`config.mk`:
```
export PLATFORM = sky130hd
export DESIGN_NAME = sga_input_control
export DESIGN_NICKNAME = d
export VERILOG_FILES = /design/src/rtl/sga_pkg.sv /design/src/rtl/sga_debouncer.sv /design/src/rtl/sga_input_control.sv
export SDC_FILE = /design/constraint.sdc
export NUM_CORES = 1
export LEC_CHECK = 0
export BUFFER_PORTS_ARGS = -buffer_cell sky130_fd_sc_hd__buf_2
export CAP_MARGIN = 20
export CORE_AREA = 2 2 84 146
export CTS_CLUSTER_DIAMETER = 100
export DETAILED_ROUTE_END_ITERATION = 10
export DIE_AREA = 0 0 86 148
export PLACE_DENSITY = 0.7
export SLEW_MARGIN = 10
export SYNTH_ARGS = -nofsm -noshare
export SYNTH_HDL_FRONTEND = slang
export SYNTH_SLANG_ARGS = --single-unit
```
`constraint.sdc`:
```
create_clock -name clock -period 5.92 [get_ports clock]
set_clock_uncertainty 0.2 [all_clocks]
set_input_delay 1.184 -clock clock [delete_from_list [all_inputs] [get_ports clock]]
set_output_delay 1.184 -clock clock [all_outputs]
set_load 0.02 [all_outputs]
```
`src/rtl/sga_pkg.sv`:
```
// ----------------------------------------------------------------------------
// sga_pkg
// Purpose : Shared definitions for the snake game input path and datapath.
//           Holds the direction codes, the reverse-direction rule and a
//           helper for sizing counters from a cycle-count parameter.
// Contents: dir_e        - 2-bit move direction code
//           is_reverse() - 1 when two codes point in opposite directions
//           cnt_width()  - clog2 of a count, never less than 1
// ----------------------------------------------------------------------------
package sga_pkg;

    typedef enum logic [1:0] {
        DIR_RIGHT = 2'b00,
        DIR_LEFT  = 2'b01,
        DIR_UP    = 2'b10,
        DIR_DOWN  = 2'b11
    } dir_e;

    // Opposite directions share the axis bit [1] and differ in the sense bit [0].
    function automatic logic is_reverse(input logic [1:0] a, input logic [1:0] b);
        return (a[1] == b[1]) && (a[0] != b[0]);
    endfunction

    // Width of a counter that runs 0..n-1; a 1-cycle count still needs one bit.
    function automatic int unsigned cnt_width(input int unsigned n);
        return (n > 1) ? $clog2(n) : 1;
    endfunction

endpackage

```
`src/rtl/sga_debouncer.sv`:
```
// ----------------------------------------------------------------------------
// sga_debouncer
// Purpose : One push-button conditioner: 2-flop synchronizer, debounce filter
//           and a one-cycle pulse on each accepted 0->1 level change.
// Ports   : clk_i   - system clock
//           rst_i   - asynchronous active-high reset
//           clr_i   - synchronous clear of all state
//           btn_i   - raw asynchronous button level
//           press_o - one-cycle pulse when the stable level rises
// ----------------------------------------------------------------------------
module sga_debouncer
    import sga_pkg::*;
#(
    parameter int DEBOUNCE_CYCLES = 500000
) (
    input  logic clk_i,
    input  logic rst_i,
    input  logic clr_i,
    input  logic btn_i,
    output logic press_o
);

    localparam int unsigned      CW       = cnt_width(DEBOUNCE_CYCLES);
    localparam logic [CW-1:0]    CNT_LAST = CW'(DEBOUNCE_CYCLES - 1);

    logic          sync1_q;
    logic          sync2_q;
    logic          stable_q;
    logic          press_q;
    logic [CW-1:0] cnt_q;
    logic          mismatch;
    logic          done;

    // The count holds the number of consecutive mismatch cycles already seen;
    // the level flips on the cycle that completes the full run.
    assign mismatch = sync2_q ^ stable_q;
    assign done     = mismatch && (cnt_q == CNT_LAST);

    always_ff @(posedge clk_i or posedge rst_i) begin
        if (rst_i) begin
            sync1_q  <= 1'b0;
            sync2_q  <= 1'b0;
            stable_q <= 1'b0;
            press_q  <= 1'b0;
            cnt_q    <= '0;
        end else if (clr_i) begin
            sync1_q  <= 1'b0;
            sync2_q  <= 1'b0;
            stable_q <= 1'b0;
            press_q  <= 1'b0;
            cnt_q    <= '0;
        end else begin
            sync1_q <= btn_i;
            sync2_q <= sync1_q;
            // Only a rising change of the stable level is a press.
            press_q <= done && sync2_q;
            if (!mismatch) begin
                cnt_q <= '0;
            end else if (done) begin
                cnt_q    <= '0;
                stable_q <= sync2_q;
            end else begin
                cnt_q <= cnt_q + 1'b1;
            end
        end
    end

    assign press_o = press_q;

endmodule

```
`src/rtl/sga_input_control.sv`:
```
// ----------------------------------------------------------------------------
// sga_input_control
// Purpose : Turns four raw push-buttons into a snake move direction and
//           produces the periodic move-step pulse.
// Ports   : clock             - system clock
//           reset             - asynchronous active-high reset
//           buttons[3:0]      - raw buttons: [0] right, [1] left, [2] up, [3] down
//           restart           - synchronous clear of the game input state
//           pause             - freezes the move timer and ignores presses
//           enable            - high while the game is playing
//           direction[1:0]    - committed move direction
//           pending_direction - direction committed at the next move step
//           end_play_time     - one-cycle pulse marking a move step
//           press_accepted    - one-cycle pulse when pending_direction loads
// ----------------------------------------------------------------------------
module sga_input_control
    import sga_pkg::*;
#(
    parameter int TICK_CYCLES     = 50000000,
    parameter int DEBOUNCE_CYCLES = 500000
) (
    input  logic       clock,
    input  logic       reset,
    input  logic [3:0] buttons,
    input  logic       restart,
    input  logic       pause,
    input  logic       enable,
    output logic [1:0] direction,
    output logic [1:0] pending_direction,
    output logic       end_play_time,
    output logic       press_accepted
);

    localparam int unsigned   TW        = cnt_width(TICK_CYCLES);
    localparam logic [TW-1:0] TICK_LAST = TW'(TICK_CYCLES - 1);

    logic [3:0]    press_w;
    logic [TW-1:0] cnt_q;
    logic [TW-1:0] cnt_d;
    logic [1:0]    direction_q;
    logic [1:0]    pending_q;
    logic          press_accepted_q;
    logic          counting;
    logic          tick;
    logic          accept;
    dir_e          win;

    for (genvar gi = 0; gi < 4; gi++) begin : g_btn
        sga_debouncer #(
            .DEBOUNCE_CYCLES(DEBOUNCE_CYCLES)
        ) u_debouncer (
            .clk_i  (clock),
            .rst_i  (reset),
            .clr_i  (restart),
            .btn_i  (buttons[gi]),
            .press_o(press_w[gi])
        );
    end

    // Lowest button index wins; button index equals its direction code.
    always_comb begin
        win = DIR_RIGHT;
        casez (press_w)
            4'b???1: win = DIR_RIGHT;
            4'b??10: win = DIR_LEFT;
            4'b?100: win = DIR_UP;
            4'b1000: win = DIR_DOWN;
            default: win = DIR_RIGHT;
        endcase
    end

    assign counting = enable && !pause;
    // restart wins over a move step, so no step pulse is shown in that cycle.
    assign tick     = counting && !restart && (cnt_q == TICK_LAST);
    // Presses are judged against the committed direction, never the pending one.
    assign accept   = (|press_w) && counting && !is_reverse(win, direction_q);

    always_comb begin
        cnt_d = cnt_q;
        if (tick) begin
            cnt_d = '0;
        end else if (counting) begin
            cnt_d = cnt_q + 1'b1;
        end
    end

    always_ff @(posedge clock or posedge reset) begin
        if (reset) begin
            cnt_q            <= '0;
            direction_q      <= DIR_RIGHT;
            pending_q        <= DIR_RIGHT;
            press_accepted_q <= 1'b0;
        end else if (restart) begin
            cnt_q            <= '0;
            direction_q      <= DIR_RIGHT;
            pending_q        <= DIR_RIGHT;
            press_accepted_q <= 1'b0;
        end else begin
            cnt_q            <= cnt_d;
            press_accepted_q <= accept;
            // Commit uses the old pending value; a same-cycle press loads after.
            if (tick) begin
                direction_q <= pending_q;
            end
            if (accept) begin
                pending_q <= win;
            end
        end
    end

    assign direction         = direction_q;
    assign pending_direction = pending_q;
    assign end_play_time     = tick;
    assign press_accepted    = press_accepted_q;

endmodule

```
# Yosys cells after proc, flatten, opt, wreduce, memory -nomap -nowiden
# Index checks and enable logic that the tools add are counted.
[classes]
n_addsub = 5
n_eq_ne = 10
n_mux = 45
n_bitwise = 4
reduce_logical = 33
[ops]
columns = ["cell", "count"]
rows = [
  ["two-way mux 19 bit", 12],
  ["two-way mux 26 bit", 3],
  ["adder 19 x 1 -> 19 bit, second input constant", 4],
  ["equality test 19 bit, second input constant", 4],
  ["adder 26 x 1 -> 26 bit, second input constant", 1],
  ["equality test 26 bit, second input constant", 1],
  ["two-way mux 1 bit", 25],
  ["nonzero test 2 bit", 10],
  ["logical AND 1 bit", 14],
  ["two-way mux 2 bit", 4],
  ["AND reduction 2 bit", 4],
  ["one-hot mux 2 bit (3 select lines)", 1],
  ["equality test 4 bit, second input constant", 1],
  ["OR reduction 4 bit", 1],
  ["XOR 1 bit", 4],
  ["equality test 3 bit, second input constant", 1],
  ["zero test 1 bit", 3],
  ["nonzero test 3 bit", 1],
  ["equality test 2 bit, second input constant", 1],
  ["equality test 1 bit", 1],
  ["!= test 1 bit", 1],
]
[totals]
reg_bits = 123
inputBits = 9
elab_cells = 121

# Longest topological paths before layout
[logic_depth]
ltp_word = 8
mapped_depth = 7
mapped_depth_nobuf = 5

# By module
# A second synthesis with hierarchy kept.
[hier_totals]
cells_unflattened = 634
area_unflattened_um2 = 6194.7
[by_module_without_submodules]
columns = ["module", "instances", "cells_each", "area_per_inst_um2", "seq_area_each_um2"]
rows = [
  ["sga_debouncer", 4, 110, 1117.3, 575.6],
  ["sga_input_control", 1, 194, 1725.4, 775.7],
]

# Least setup slack after synthesis
# OpenSTA, ideal clock, no wires.
[synth_path]
path_kind = "input-to-output"
start = "input pause"
end = "output end_play_time"
arrival_ps = 2432
path_slack_ps = 2104
path_stages = 5
cell_sequence = "nand4b_1 -> nand2b_1 -> clkbuf_1 -> clkbuf_1 -> nor3_1"
[synth_between]
elab_chain_cells = 4
[synth_lines]
columns = ["item", "line", "text"]
rows = [
  ["start, declared", "sga_input_control.sv:26", "input logic pause,"],
  ["zero test 1 bit", "sga_input_control.sv:72", "assign counting = enable && !pause;"],
  ["logical AND 1 bit", "sga_input_control.sv:72", ""],
  ["logical AND 1 bit (2 in series)", "sga_input_control.sv:74", "assign tick = counting && !restart && (cnt_q == TICK_LAST);"],
  ["end, declared", "sga_input_control.sv:30", "output logic end_play_time,"],
]
# Every way passes these cells.

# Final worst setup path
# Ends and elaborated chain as after synthesis.

==> results.md <==
- Flop pwr share: 43.0%
- Power Density: 286.1 nW/um^2
- Hold Slack: 268.1 ps
- Die Ht: 148 um
- Iter 0 DRT Violations: 279
- WHS Path Cells: 1
- Number of buffers created by CTS: 17
- Final setup TNS: 0 ps
- Slowest Stage Delay on Critical Path: 480 ps
- Post-CTS sizing: 0
- Core box area: 11,520 sq um
- Via density per instance: 6.098
- Starting Density: 53.51%
- First-pass GRT wire length: 22.27 mm
- Setup Fix Bufs, Post-CTS: 0
- Unrepaired setup endpoints after global routing: false
- Max VDD drop: 0.2322 mV
- Worst r2r dst: direction[0]$_DFFE_PP0P_
- Ratio of cells with drive above 1 in the final layout: 8.815%
- NumNets Final: 660
- FP Rows: 52
- Sequential area share after synthesis: 49.95%
- I/O Pins: 15
- Max Cap Viol: 0
- Dpl cells: 762
- # hold bufs at CTS: 0
- Die width: 86 um
- Most frequent CP cell: buf_2
- Cell variety after synth: 50
- Port Buf Inserts: 14
- Critical path depth in cells: 5
- Syn avg cell area: 9.704 sq um
- Mapped Cells: 635
- Leading area contributor after synthesis: dfrtp_1
- Gr usage total: 21.96%
- Fill cell count: 966
- CP endpoint: end_play_time
- Least-Margin Pin Slew: 830.3 ps
- Largest net degree at the start of global routing: 70
- Bufs and invs on worst path: 2
- Post-DRT Antenna Nets: 0
- Clk sinks: 123
- Yosys synthesis warning count: 0
- Drt first pass iters: 6
- Logic pwr share: 2.1%
- Crit-path slowest cell: nand2b_1
- Hold violation total from the final report: 0
- TritonCTS clock tree: built
- Arrival @ worst endpoint: 2510 ps
- Synthesis-stage register bit count: 123
- Sw Ratio: 19.79%
- Status: completed
- Final HPWL DP: 8.539 mm
- Worst Setup SP: pause
- Root Driver: clkbuf_16
- DR vias: 4,836
- Synth async-reset ratio: 100.0%
- Pint: 1.591 mW
- Sw Pwr: 0.3926 mW
- Slew margin rel.: 44.65%
- Reg clk slew, reported paths: 50 ps
- Number of setup violations in the final report: 0
- Top cells by area, synth: dfrtp_1, xor2_1, nor2_1
- Syn nets: 649
- Share of the synthesized area in the top cell type: 49.95%
- Routed WL: 12.93 mm
- Total die area: 12,730 sq um
- Worst r2r path cells: 5
- Min-Delay Path Class: flip-flop to flip-flop
- GP Congestion: 0.8058
- Total design power: 1.983 mW
- Min Tclk post-route: 3890 ps
- Area added between synthesis and finish: 12.51%
- Remaining Overflow, GRT: 0
- Bufs on Longest Clock Path: 2
- Worst setup EP type: primary output
- Reg-to-reg slack, setup: 3120 ps
- Non-Filler Instances: 793
- Crit Reg-Reg Startpoint: cnt_q[0]$_DFFE_PP0P_
- Ys flop type: dfrtp_1
- CP top delay family: simple AND/OR/NAND/NOR gates
- Initial antenna violation count: 0
- Synthesized area: 6162 sq um
- Skew-Pair Late Insertion Delay: 410 ps
- Highest clock rate: 0.2571 GHz
- Critical path type: primary input to primary output
- WL/cell: 16.31 um
- Critical Path RT: 4540 ps
- Final WS setup: 2030 ps
- Post-synth EDFFs: 0
- Final Max Slew Viols: 0
- Startpoint types: primary input
- Vias in the first global route: 4,945
- Fraction of power consumed by the clock network: 54.9%
- Tcrit/Tclk final: 65.71%
- Worst-path cell chain: buf_2 -> nand4b_1 -> nand2b_1 -> nor3_1 -> buf_2
- H-tree levels: 4
- Ant. Diodes: 0
- P_leak: 2.675 nW
- Post-Place Setup Slack: 2081 ps
- Critical-path maximum fanout: 19
- DRC viols: 0
==> metal layers <==
metal	GRT usage (%)	routed length [um]	vias to the layer above
li1	-	-	2330
met2	37.71	6834	83
met5	0	0	-
met3	5.416	383	21
met4	10.32	244	0
met1	25.28	5468	2402
==> Yosys cell counts, types with 2 or more instances <==
cell	n
or4_1	21
or4_4	2
and3_1	3
dfrtp_1	123
buf_6	2
buf_2	2
clkbuf_1	19
nand2b_1	3
a21o_1	2
nor4b_1	3
and2_1	6
inv_1	16
and4_1	13
nor4_1	14
a21oi_1	39
and4b_1	2
or3_1	20
o31ai_1	19
nor2_1	72
o21a_1	2
nand3_1	33
ha_1	5
o41ai_1	2
nor2b_1	11
xor2_1	37
nor4bb_1	3
or2_2	3
or3b_2	3
nand2_1	47
or4b_1	2
xnor2_1	22
nor3_1	9
a31oi_1	4
o21ai_0	18
o211ai_1	3
nand4_1	32
mux2_2	2
nor3b_1	2
nand4b_1	3
==> stage by stage <==
step                      util [%]  area, sq um
after floorplan                  -         6162
after global placement       54.79         6310
after detailed placement     54.79         6310
after CTS                    60.17         6929
after global routing         60.20         6933
final                        60.20         6933
==> flip-flops by register name, summed over array words and instances (netlist names) <==
register	flops
direction	2
press_accepted	1
g_btn.u_debouncer.press_o	4
g_btn.u_debouncer.cnt_q	76
pending_direction	2
g_btn.u_debouncer.sync2_q	4
g_btn.u_debouncer.stable_q	4
cnt_q	26
g_btn.u_debouncer.sync1_q	4
==> cells by family after synthesis <==
family                     count (synthesis)  synth area share, %
AOI/OAI and AO/OA                         95                9.584
xor gates and xnor gates                  59                8.386
adders and majority gates                  5                1.015
buffers and inverters                     41                2.802
DFF                                      123                49.95
muxes                                      3               0.5279
and+or+nand+nor                          309                27.74
==> final cells by class <==
type                       count  area (sq um)  area share [%]
sequential                   123          3078           44.40
multi-input combinational    471          2915           42.05
clock buffer                  24         481.7           6.948
tap                          135         168.9           2.436
clock inverter                 7         137.6           1.985
timing repair buffer          16         85.08           1.227
inverter                      17         66.31          0.9565
==> worst min-delay path by stage <==
| stage | start | to | slack, ps |
|---|---|---|---|
| 3_3_place_gp | g_btn[2].u_debouncer.sync1_q$_DFF_PP0_ | g_btn[2].u_debouncer.sync2_q$_DFF_PP0_ | 250 |
| 4_1_cts | g_btn[2].u_debouncer.sync1_q$_DFF_PP0_ | g_btn[2].u_debouncer.sync2_q$_DFF_PP0_ | 270 |
| 2_1_floorplan | g_btn[0].u_debouncer.sync1_q$_DFF_PP0_ | g_btn[0].u_debouncer.sync2_q$_DFF_PP0_ | 240 |
| 3_5_place_dp | g_btn[0].u_debouncer.sync1_q$_DFF_PP0_ | g_btn[0].u_debouncer.sync2_q$_DFF_PP0_ | 250 |
| 5_1_grt | g_btn[2].u_debouncer.sync1_q$_DFF_PP0_ | g_btn[2].u_debouncer.sync2_q$_DFF_PP0_ | 290 |
| 6_report | g_btn[2].u_debouncer.sync1_q$_DFF_PP0_ | g_btn[2].u_debouncer.sync2_q$_DFF_PP0_ | 270 |
==> cell usage in the layout (no fill, tap or decap), types with 4 or more instances in the layout <==
cell type and n:
nand2_1 47, or3_1 20, nand4_1 32, buf_2 14, xor2_1 37, and4_1 13
or4_1 21, dfrtp_1 123, clkbuf_16 17, xnor2_1 22, nor2_1 72, bufinv_16 4
nor2b_1 11, and2_1 6, inv_1 15, ha_1 5, nand3_1 33, o31ai_1 19
nor4_1 14, clkbuf_1 4, o21ai_0 18, a21oi_1 39, nor3_1 9, a31oi_1 4
==> power by group through the flow <==
stage	Clock, mW	Combinational, mW	Sequential, mW
after floorplan	0	0.0321	0.865
after detailed placement	0	0.0431	0.867
after global routing	1.14	0.0490	0.853
after CTS	1.11	0.0434	0.853
final	1.09	0.0418	0.853
after global placement	0	0.0421	0.867
==> worst register-to-register path, cell delays in order (launching register included) <==
cell and delay (ps):
dfrtp_1 530, ha_1 270, nand4b_1 180, nand2b_1 480, nor4_1 630, mux2_2 390
Power figures use the tool's default switching activity.
